===== src/rtl/mem_if_pkg.sv =====
// rtl/mem_if_pkg.sv - shared definitions for the data-memory interface
//
// Purpose : state encoding for mem_access_controller and the default
//           address/data widths shared with data_memory.
// Ports   : none (package).

package mem_if_pkg;

   localparam int MEM_ADDR_WIDTH = 16;
   localparam int MEM_DATA_WIDTH = 16;
   localparam int LAT_CNT_WIDTH  = 4;

   typedef enum logic [2:0] {
      IDLE  = 3'd0,
      READ  = 3'd1,
      WRITE = 3'd2,
      RESP  = 3'd3,
      ERR   = 3'd4
   } mem_state_t;

endpackage


===== src/rtl/mem_latency_counter.sv =====
// rtl/mem_latency_counter.sv - loadable 4-bit down-counter with zero flag
//
// Purpose : counts the remaining read-latency cycles of a load.
// Ports   : clk, rst (sync, active-high)
//           load       - load load_value (has priority over decrement)
//           load_value - value to load
//           decrement  - count down by one, saturating at zero
//           zero       - count == 0

module mem_latency_counter
   import mem_if_pkg::*;
(
   input  logic                     clk,
   input  logic                     rst,
   input  logic                     load,
   input  logic [LAT_CNT_WIDTH-1:0] load_value,
   input  logic                     decrement,
   output logic                     zero
);

   logic [LAT_CNT_WIDTH-1:0] count;

   always_ff @(posedge clk) begin
      if (rst) begin
         count <= '0;
      end else if (load) begin
         count <= load_value;
      end else if (decrement && (count != '0)) begin
         count <= count - 1'b1;
      end
   end

   assign zero = (count == '0);

endmodule


===== src/rtl/mem_access_controller.sv =====
// rtl/mem_access_controller.sv - load/store initiator for the data memory
//
// Purpose : accepts one load/store from the MEM stage, drives the data
//           memory enables/address/data, returns load data or a store
//           acknowledge, stalls the pipeline while busy and rejects
//           out-of-range addresses without touching memory.
// Ports   : clk, rst (sync, active-high)
//           i_Req_*   - request channel (valid/ready, write flag, addr, data)
//           i_Resp_Ready, o_Resp_* - response channel
//           o_Stall   - request in flight
//           o_Sig_MemRead/o_Sig_MemWrite, o_Mem_Address, o_Mem_Write_Data,
//           i_Mem_Read_Data - data memory side

module mem_access_controller
   import mem_if_pkg::*;
#(
   parameter int ADDR_WIDTH   = MEM_ADDR_WIDTH,
   parameter int DATA_WIDTH   = MEM_DATA_WIDTH,
   parameter int MEM_DEPTH    = 256,
   parameter int READ_LATENCY = 1
)
(
   input  logic                  clk,
   input  logic                  rst,
   input  logic                  i_Req_Valid,
   output logic                  o_Req_Ready,
   input  logic                  i_Req_Write,
   input  logic [ADDR_WIDTH-1:0] i_Req_Address,
   input  logic [DATA_WIDTH-1:0] i_Req_Write_Data,
   output logic                  o_Resp_Valid,
   input  logic                  i_Resp_Ready,
   output logic [DATA_WIDTH-1:0] o_Resp_Read_Data,
   output logic                  o_Resp_Write,
   output logic                  o_Resp_Error,
   output logic                  o_Stall,
   output logic                  o_Sig_MemRead,
   output logic                  o_Sig_MemWrite,
   output logic [ADDR_WIDTH-1:0] o_Mem_Address,
   output logic [DATA_WIDTH-1:0] o_Mem_Write_Data,
   input  logic [DATA_WIDTH-1:0] i_Mem_Read_Data
);

   // One extra bit so MEM_DEPTH == 2**ADDR_WIDTH is representable and
   // makes every address in range.
   localparam logic [ADDR_WIDTH:0]          DEPTH_LIMIT = (ADDR_WIDTH+1)'(MEM_DEPTH);
   localparam logic [LAT_CNT_WIDTH-1:0]     LAT_RELOAD  = LAT_CNT_WIDTH'(READ_LATENCY - 1);

   mem_state_t state, state_next;

   logic                  resp_valid_q, resp_valid_d;
   logic [DATA_WIDTH-1:0] resp_data_q,  resp_data_d;
   logic                  resp_write_q, resp_write_d;
   logic                  resp_error_q, resp_error_d;
   logic                  mem_read_q,   mem_read_d;
   logic                  mem_write_q,  mem_write_d;
   logic [ADDR_WIDTH-1:0] mem_addr_q,   mem_addr_d;
   logic [DATA_WIDTH-1:0] mem_wdata_q,  mem_wdata_d;

   logic req_ready;
   logic accept;
   logic addr_error;
   logic cnt_load;
   logic cnt_dec;
   logic cnt_zero;

   assign req_ready  = (state == IDLE) && !rst;
   assign accept     = i_Req_Valid && req_ready;
   assign addr_error = ({1'b0, i_Req_Address} >= DEPTH_LIMIT);

   mem_latency_counter u_lat_cnt (
      .clk        (clk),
      .rst        (rst),
      .load       (cnt_load),
      .load_value (LAT_RELOAD),
      .decrement  (cnt_dec),
      .zero       (cnt_zero)
   );

   always_comb begin
      state_next   = state;
      resp_valid_d = resp_valid_q;
      resp_data_d  = resp_data_q;
      resp_write_d = resp_write_q;
      resp_error_d = resp_error_q;
      mem_read_d   = mem_read_q;
      mem_write_d  = mem_write_q;
      mem_addr_d   = mem_addr_q;
      mem_wdata_d  = mem_wdata_q;
      cnt_load     = 1'b0;
      cnt_dec      = 1'b0;

      case (state)
         IDLE: begin
            if (accept) begin
               mem_addr_d  = i_Req_Address;
               mem_wdata_d = i_Req_Write_Data;
               if (addr_error) begin
                  // Error response is presented straight away: no memory cycle.
                  state_next   = ERR;
                  resp_valid_d = 1'b1;
                  resp_error_d = 1'b1;
                  resp_write_d = i_Req_Write;
                  resp_data_d  = '0;
               end else if (i_Req_Write) begin
                  state_next  = WRITE;
                  mem_write_d = 1'b1;
               end else begin
                  state_next = READ;
                  mem_read_d = 1'b1;
                  cnt_load   = 1'b1;
               end
            end
         end
         WRITE: begin
            state_next   = RESP;
            mem_write_d  = 1'b0;
            resp_valid_d = 1'b1;
            resp_write_d = 1'b1;
            resp_error_d = 1'b0;
            resp_data_d  = '0;
         end
         READ: begin
            if (cnt_zero) begin
               state_next   = RESP;
               mem_read_d   = 1'b0;
               resp_valid_d = 1'b1;
               resp_write_d = 1'b0;
               resp_error_d = 1'b0;
               resp_data_d  = i_Mem_Read_Data;
            end else begin
               cnt_dec = 1'b1;
            end
         end
         ERR, RESP: begin
            if (i_Resp_Ready) begin
               state_next   = IDLE;
               resp_valid_d = 1'b0;
               resp_write_d = 1'b0;
               resp_error_d = 1'b0;
               resp_data_d  = '0;
            end else if (state == ERR) begin
               // Unconsumed error response is held like any other response.
               state_next = RESP;
            end
         end
         default: begin
            state_next = IDLE;
         end
      endcase
   end

   always_ff @(posedge clk) begin
      if (rst) begin
         state        <= IDLE;
         resp_valid_q <= 1'b0;
         resp_data_q  <= '0;
         resp_write_q <= 1'b0;
         resp_error_q <= 1'b0;
         mem_read_q   <= 1'b0;
         mem_write_q  <= 1'b0;
         mem_addr_q   <= '0;
         mem_wdata_q  <= '0;
      end else begin
         state        <= state_next;
         resp_valid_q <= resp_valid_d;
         resp_data_q  <= resp_data_d;
         resp_write_q <= resp_write_d;
         resp_error_q <= resp_error_d;
         mem_read_q   <= mem_read_d;
         mem_write_q  <= mem_write_d;
         mem_addr_q   <= mem_addr_d;
         mem_wdata_q  <= mem_wdata_d;
      end
   end

   assign o_Req_Ready      = req_ready;
   assign o_Stall          = (state != IDLE);
   assign o_Resp_Valid     = resp_valid_q;
   assign o_Resp_Read_Data = resp_data_q;
   assign o_Resp_Write     = resp_write_q;
   assign o_Resp_Error     = resp_error_q;
   assign o_Sig_MemRead    = mem_read_q;
   assign o_Sig_MemWrite   = mem_write_q;
   assign o_Mem_Address    = mem_addr_q;
   assign o_Mem_Write_Data = mem_wdata_q;

endmodule


===== config.mk =====
export PLATFORM = sky130hd
export DESIGN_NAME = mem_access_controller
export DESIGN_NICKNAME = d
export VERILOG_FILES = /design/src/rtl/mem_if_pkg.sv /design/src/rtl/mem_latency_counter.sv /design/src/rtl/mem_access_controller.sv
export SDC_FILE = /design/constraint.sdc
export NUM_CORES = 1
export LEC_CHECK = 0
export CORE_ASPECT_RATIO = 0.7
export CORE_MARGIN = 2
export CORE_UTILIZATION = 44
export DETAILED_ROUTE_END_ITERATION = 8
export PLACE_DENSITY = 0.84
export SLEW_MARGIN = 10
export SYNTH_ARGS = -nofsm -noshare
export SYNTH_HDL_FRONTEND = slang
export SYNTH_SLANG_ARGS = --single-unit
export TNS_END_PERCENT = 5

===== constraint.sdc =====
create_clock -name clk -period 4.65 [get_ports clk]
set_input_delay 0.93 -clock clk [delete_from_list [all_inputs] [get_ports clk]]
set_output_delay 0.93 -clock clk [all_outputs]
set_load 0.005 [all_outputs]

==> results of run 1 <==
how the worst min path moves through the flow:
stage                         startpoint              endpoint  slack, ns
detailed placement     o_Mem_Address[13]     o_Mem_Address[13]       0.44
finish                 o_Mem_Address[13]     o_Mem_Address[13]       0.44
floorplan               o_Mem_Address[0]      o_Mem_Address[0]       0.44
CTS                    o_Mem_Address[13]     o_Mem_Address[13]       0.45
global placement     o_Mem_Write_Data[8]   o_Mem_Write_Data[8]       0.43
global route        o_Mem_Write_Data[11]  o_Mem_Write_Data[11]       0.46
per-layer routing:
layer	vias to the layer above	GRT usage [%]	wire length, um
met4	0	7.84	30
met1	1035	26.3	2920
met2	66	32.6	2860
li1	1164	-	-
met3	2	10.6	512
met5	-	0	0
power groups by stage:
stage | Sequential (uW) | Clock, uW | Combinational [uW]
after detailed placement | 608 | 0 | 315
final | 597 | 545 | 315
after floorplan | 604 | 0 | 160
after global routing | 604 | 583 | 342
after global placement | 605 | 0 | 310
after CTS | 597 | 558 | 317
registers in the layout, summed over array words and instances (netlist names):
name / cells
o_Resp_Write: 1
o_Resp_Error: 1
o_Resp_Valid: 1
o_Sig_MemRead: 1
o_Mem_Address: 16
state: 3
o_Mem_Write_Data: 16
o_Sig_MemWrite: 1
u_lat_cnt.count: 4
o_Resp_Read_Data: 16
critical path: stages:
cell	delay, ns
clkdlybuf4s50_1	0.60
nor2_1	0.17
clkdlybuf4s50_1	0.51
cells by family after synthesis:
| group | count (synthesis) | share of synthesized area [%] |
|---|---|---|
| compound gates | 52 | 13.0 |
| xor+xnor | 1 | 0.366 |
| fa+ha+maj | 1 | 0.522 |
| buf+inv | 22 | 4.75 |
| flops | 60 | 50.2 |
| mux | 19 | 7.99 |
| simple gates | 133 | 23.3 |
per-stage QoR:
stage | total power, uW | util, %
after floorplan | 765 | -
after global placement | 914 | 66.4
after detailed placement | 923 | 66.4
after CTS | 1470 | 70.9
after global routing | 1530 | 70.9
final | 1460 | 70.9
layout by cell type (no fill, tap or decap), types with 2 or more instances in the layout:
cell and n:
nor2_1 10, inv_1 3, nand2_1 101, a21o_1 2
a21oi_1 4, clkbuf_8 12, nand3_1 6, nor2b_1 5
o21ai_1 28, buf_4 3, dfxtp_1 60, clkdlybuf4s50_1 107
o21ai_0 5, a211oi_1 3, nor4_1 3, bufinv_16 2
a31oi_1 2, mux2i_1 18
area by class of cell:
type	instances	area (um2)
Tap cell	72	90.1
Multi-Input combinational cell	206	1090
Timing Repair Buffer	110	1090
Sequential cell	60	1200
Inverter	5	18.8
Clock buffer	13	169
Fill cell	426	1530
Clock inverter	3	67.6
==> flow_metrics.py, run 1 <==
metrics = {
    "sta": {
        "min_period_ns": 3.14,
        "fin_worst_hold_slack_ns": 0.443,
        "drv_slew": 0,
        "fmax_mhz": 318,
        "finalCritPeriodShare_pct": 67.6,
        "finalSetupTns_ns": 0,
        "relSlewSlack_pct": 48.3,
        "hold_violations": 0,
        "tightestPinTransition_ns": 0.776,
        "finalSetupViolations": 0,
        "rsz0062_at_grt": "false",
        "postLayoutSetupSlackWorst_ns": 1.51,
        "fin_worst_skew_ns": 0.00974,
    },
    "floorplan": {
        "die-area_mm2": 0.00606,
        "row_count": 22,
        "start_util_pct": 45.5,
        "die_w_um": 92.2,
        "core_area_mm2": 0.00526,
        "die_height_um": 65.7,
        "ios": 108,
    },
    "clock_network": {
        "clock_sinks": 60,
        "clkLatencyLatePin_ns": 0.34,
        "clockBufferDepth": 2,
        "cts_max_level": 3,
        "postCtsSetupBuffers": 0,
        "cts_buffers": 9,
        "root_buffer": "clkbuf_8",
        "cts.reportedPaths.clkPinSlew_ns": 0.06,
        "postCtsHoldBufs": 0,
        "cts_tree": "done",
        "cts.repair.resized": 0,
    },
    "drt": {
        "drtIter0Drc": 123,
        "vias_per_cell": 4.83,
        "avgRoutedWirePerCell_um": 13.5,
        "ant_nets": 0,
        "dr.pass1.iters": 4,
        "vias": 2267,
        "drc": 0,
        "wirelength_um": 6320,
    },
    "critical_path": {
        "critical_path_arrival_ns": 2.21,
        "cp-end-kind": "primary output",
        "cp-endpoint": "o_Req_Ready",
        "critPathLaunchType": "input port",
        "crit_type": "input port to primary output",
        "rrSetupSlack_ns": 2.48,
        "regToRegStartpoint": "state[2]",
        "rr_worst_depth": 5,
        "worstSetupStartpoint": "rst",
        "cp.required_ns": 3.72,
        "r2r_end": "o_Resp_Read_Data[6]",
        "crit_fanout": 10,
    },
    "power_and_ir_drop": {
        "peakVddDrop_v": 0.000216,
        "power.density_mw_per_mm2": 391,
        "power_frac_comb_pct": 21.6,
        "seqPwrFrac_pct": 41.0,
        "clkPwrFrac_pct": 37.4,
        "p_leak_uw": 0.00139,
        "power_switching_uw": 365,
        "switching_share_pct": 25.0,
        "p_int_uw": 1090,
    },
    "synthesis": {
        "yosysSeqAreaShare_pct": 50.2,
        "syn_area_per_cell_um2": 8.32,
        "synth_area_leaders": "dfxtp_1 50%, nand2_1 16%, mux2i_1 7.5%",
        "yosys_warnings": 0,
        "synthCells": 288,
        "post-synth-top-area-cell": "dfxtp_1",
        "yosys-top-cells-count": "101 x nand2_1, 60 x dfxtp_1, 28 x o21ai_1, 18 x mux2i_1, 11 x nor2_1",
        "synth_area_mm2": 0.00239,
        "synth_edf_count": 0,
        "yosysTopAreaCellShare_pct": 50.2,
        "ys_ff_latch": 60,
        "synth_async_sr_flop_share_pct": 0,
        "synthesis.nets": 342,
        "yosysMostFrequentCell": "nand2_1",
        "ys.flop_type": "dfxtp_1",
        "ys_types": 38,
    },
    "grt": {
        "grt_overflow": 0,
        "antenna_found_initial": 0,
        "grt_pass1_wl_um": 9850,
        "grt.total_usage_pct": 21.4,
        "grt_pass1_vias": 2029,
        "grt_max_degree": 61,
    },
    "placement": {
        "port_buffers": 107,
        "placed_cell_area_mm2": 0.00349,
        "place_inst": 453,
        "gp_congestion": 0.842,
        "post-place-ws_ns": 1.26,
        "place_hpwl_um": 4490,
    },
    "final_layout": {
        "fin_cells": 469,
        "drive_gt1_share_pct": 6.55,
        "nets": 446,
        "area_delta_synth_final_pct": 55.6,
        "stdcell_area_mm2": 0.00373,
        "num_antenna_cells": 0,
    },
    "worst_hold_path": {
        "hp-class": "flip-flop to flip-flop",
        "whs_path_depth": 2,
    },
    "run_status": {
        "status": "finished, final reports clean",
    },
    "run": {
        "maxCapViolations": 0,
    },
}
Note: power is estimated with default switching activity, not from simulation.
==> run 2: changes to the inputs <==
--- a/config.mk
+++ b/config.mk
@@ -7,9 +7,9 @@
 export LEC_CHECK = 0
 export CORE_ASPECT_RATIO = 0.7
 export CORE_MARGIN = 2
-export CORE_UTILIZATION = 44
+export CORE_UTILIZATION = 37
 export DETAILED_ROUTE_END_ITERATION = 8
-export PLACE_DENSITY = 0.84
+export PLACE_DENSITY = 0.75
 export SLEW_MARGIN = 10
 export SYNTH_ARGS = -nofsm -noshare
 export SYNTH_HDL_FRONTEND = slang
==> constraint.sdc (replaced) <==
create_clock -name clk -period 2.8 [get_ports clk]
set_input_delay 0.56 -clock clk [delete_from_list [all_inputs] [get_ports clk]]
set_output_delay 0.56 -clock clk [all_outputs]
set_load 0.005 [all_outputs]
==> flow_metrics.py, run 2 (synthesized netlist as in run 1, its figures left out) <==
metrics = {
    "final_layout": {
        "multi_input_area_mm2": 0.00109,
        "fillCellCount": 554,
        "num_antenna_cells": 0,
        "stdcell_area_mm2": 0.00375,
        "drive_gt1_share_pct": 7.23,
        "seq_area_mm2": 0.00120,
        "layout_common_cells": "107 x clkdlybuf4s50_1, 101 x nand2_1, 60 x dfxtp_1, 28 x o21ai_1, 18 x mux2i_1",
        "layout_commonest_cell": "clkdlybuf4s50_1",
        "nets": 450,
        "area_delta_synth_final_pct": 56.6,
    },
    "drt": {
        "wirelength_um": 6350,
        "wl_met1_um": 2900,
        "top_layer": "met4",
        "ant_nets": 0,
        "vias": 2284,
        "avgRoutedWirePerCell_um": 13.2,
        "drc": 0,
        "vias_per_cell": 4.77,
        "met2_length_um": 2850,
        "drtIter0Drc": 109,
        "dr.pass1.iters": 4,
        "wl_met3_um": 534,
    },
    "power_and_ir_drop": {
        "power.density_mw_per_mm2": 605,
        "power_switching_uw": 605,
        "p_int_uw": 1660,
        "p_leak_uw": 0.00140,
        "peakVddDrop_v": 0.000297,
        "seqPwrFrac_pct": 43.7,
        "clkPwrFrac_pct": 32.1,
        "power_frac_comb_pct": 24.2,
        "switching_share_pct": 26.7,
    },
    "sta": {
        "fin_worst_skew_ns": 0.00645,
        "postLayoutSetupSlackWorst_ns": 0.386,
        "finalCritPeriodShare_pct": 86.2,
        "hold_violations": 0,
        "rsz0062_at_grt": "false",
        "finalSetupViolations": 0,
        "relSlewSlack_pct": 59.4,
        "tightestPinTransition_ns": 0.608,
        "fmax_mhz": 414,
        "drv_slew": 0,
        "min_period_ns": 2.41,
        "finalSetupTns_ns": 0,
    },
    "grt": {
        "grt_overflow": 0,
        "grt_max_degree": 61,
        "grt_pass1_wl_um": 10400,
        "grt_pass1_vias": 2235,
        "antenna_found_initial": 0,
        "grt.total_usage_pct": 18.7,
    },
    "worst_hold_path": {
        "min_to": "o_Mem_Address[3]",
        "whs_path_depth": 2,
        "hp-class": "flip-flop to flip-flop",
        "hold_start": "o_Mem_Address[3]",
    },
    "floorplan": {
        "die_height_um": 71.3,
        "start_util_pct": 38.3,
        "row_count": 24,
        "die_w_um": 100,
        "core_area_mm2": 0.00625,
        "die-area_mm2": 0.00714,
        "ios": 108,
    },
    "critical_path": {
        "r2r_end": "o_Resp_Read_Data[5]",
        "rrSetupSlack_ns": 1.02,
        "cp.required_ns": 2.24,
        "critical_path_arrival_ns": 1.85,
        "crit_fanout": 11,
        "regToRegStartpoint": "state[0]",
        "cp-end-kind": "primary output",
        "crit_type": "flip-flop to primary output",
        "rr_worst_depth": 4,
        "critPathLaunchType": "flip-flop",
    },
    "clock_network": {
        "cts.repair.resized": 0,
        "clkLatencyLatePin_ns": 0.33,
        "postCtsHoldBufs": 0,
        "postCtsSetupBuffers": 0,
        "clock_sinks": 60,
        "cts_tree": "done",
        "cts.reportedPaths.clkPinSlew_ns": 0.06,
        "clockBufferDepth": 2,
        "cts_max_level": 3,
        "root_buffer": "clkbuf_8",
        "cts_buffers": 9,
    },
    "placement": {
        "gp_congestion": 0.809,
        "place_hpwl_um": 4560,
        "port_buffers": 107,
        "post-place-ws_ns": 0.327,
        "placed_cell_area_mm2": 0.00357,
    },
    "run": {
        "maxCapViolations": 0,
    },
    "run_status": {
        "status": "finished, final reports clean",
    },
}
-- run 2: changes by cell type in the layout (fill, tap and decap cells not counted), sizes merged --
cell / delta
bufinv: -1
clkbuf: -2
buf: +4
clkinv: +3
-- run 2: per-stage QoR --
stage / util, % / instances / power, uW / hold WS, ns
after global routing: 60.0 / 479 / 2400 / 0.460
after CTS: 60.0 / 479 / 2300 / 0.449
final: 60.0 / 479 / 2270 / 0.446
after global placement: 57.1 / 463 / 1550 / 0.434
after floorplan: - / 288 / 1270 / 0.445
after detailed placement: 57.1 / 463 / 1560 / 0.441
-- run 2: area by class of cell --
type / instances / area share, %
well taps: 78 / 2.60
flip-flops and latches: 60 / 32.0
clock buffers: 11 / 3.50
clock inverters: 5 / 1.40
multi-input cells: 206 / 29.0
repair buffers: 114 / 31.0
inverters: 5 / 0.501
-- run 2: worst max-delay path: stages, from the launching register on --
cell and delay, ns:
dfxtp_1 0.41, nor3_2 0.35, inv_2 0.15, nor2_1 0.11
clkdlybuf4s50_1 0.50
-- run 2: power groups by stage --
stage	Clock, uW	Sequential [uW]	Combinational, uW
4_1_cts	752	992	555
3_3_place_gp	0	1010	542
2_1_floorplan	0	1000	266
6_report	729	991	549
5_1_grt	803	1000	594
3_5_place_dp	0	1010	551
-- run 2: worst max-delay path by stage --
stage | end | from | slack [ns]
3_3_place_gp | o_Resp_Read_Data[10] | i_Req_Address[8] | 0.38
3_5_place_dp | o_Resp_Read_Data[11] | i_Req_Address[11] | 0.33
4_1_cts | o_Req_Ready | state[2] | 0.37
5_1_grt | o_Req_Ready | state[2] | 0.24
6_report | o_Req_Ready | state[2] | 0.39
2_1_floorplan | o_Resp_Write | i_Req_Address[15] | 0.96
-- run 2: routing by layer --
| layer | GRT usage, % | up-vias |
|---|---|---|
| li1 | - | 1170 |
| met1 | 23.5 | 1030 |
| met2 | 28.1 | 78 |
| met3 | 9.46 | 6 |
| met4 | 5.78 | 0 |
| met5 | 0 | - |
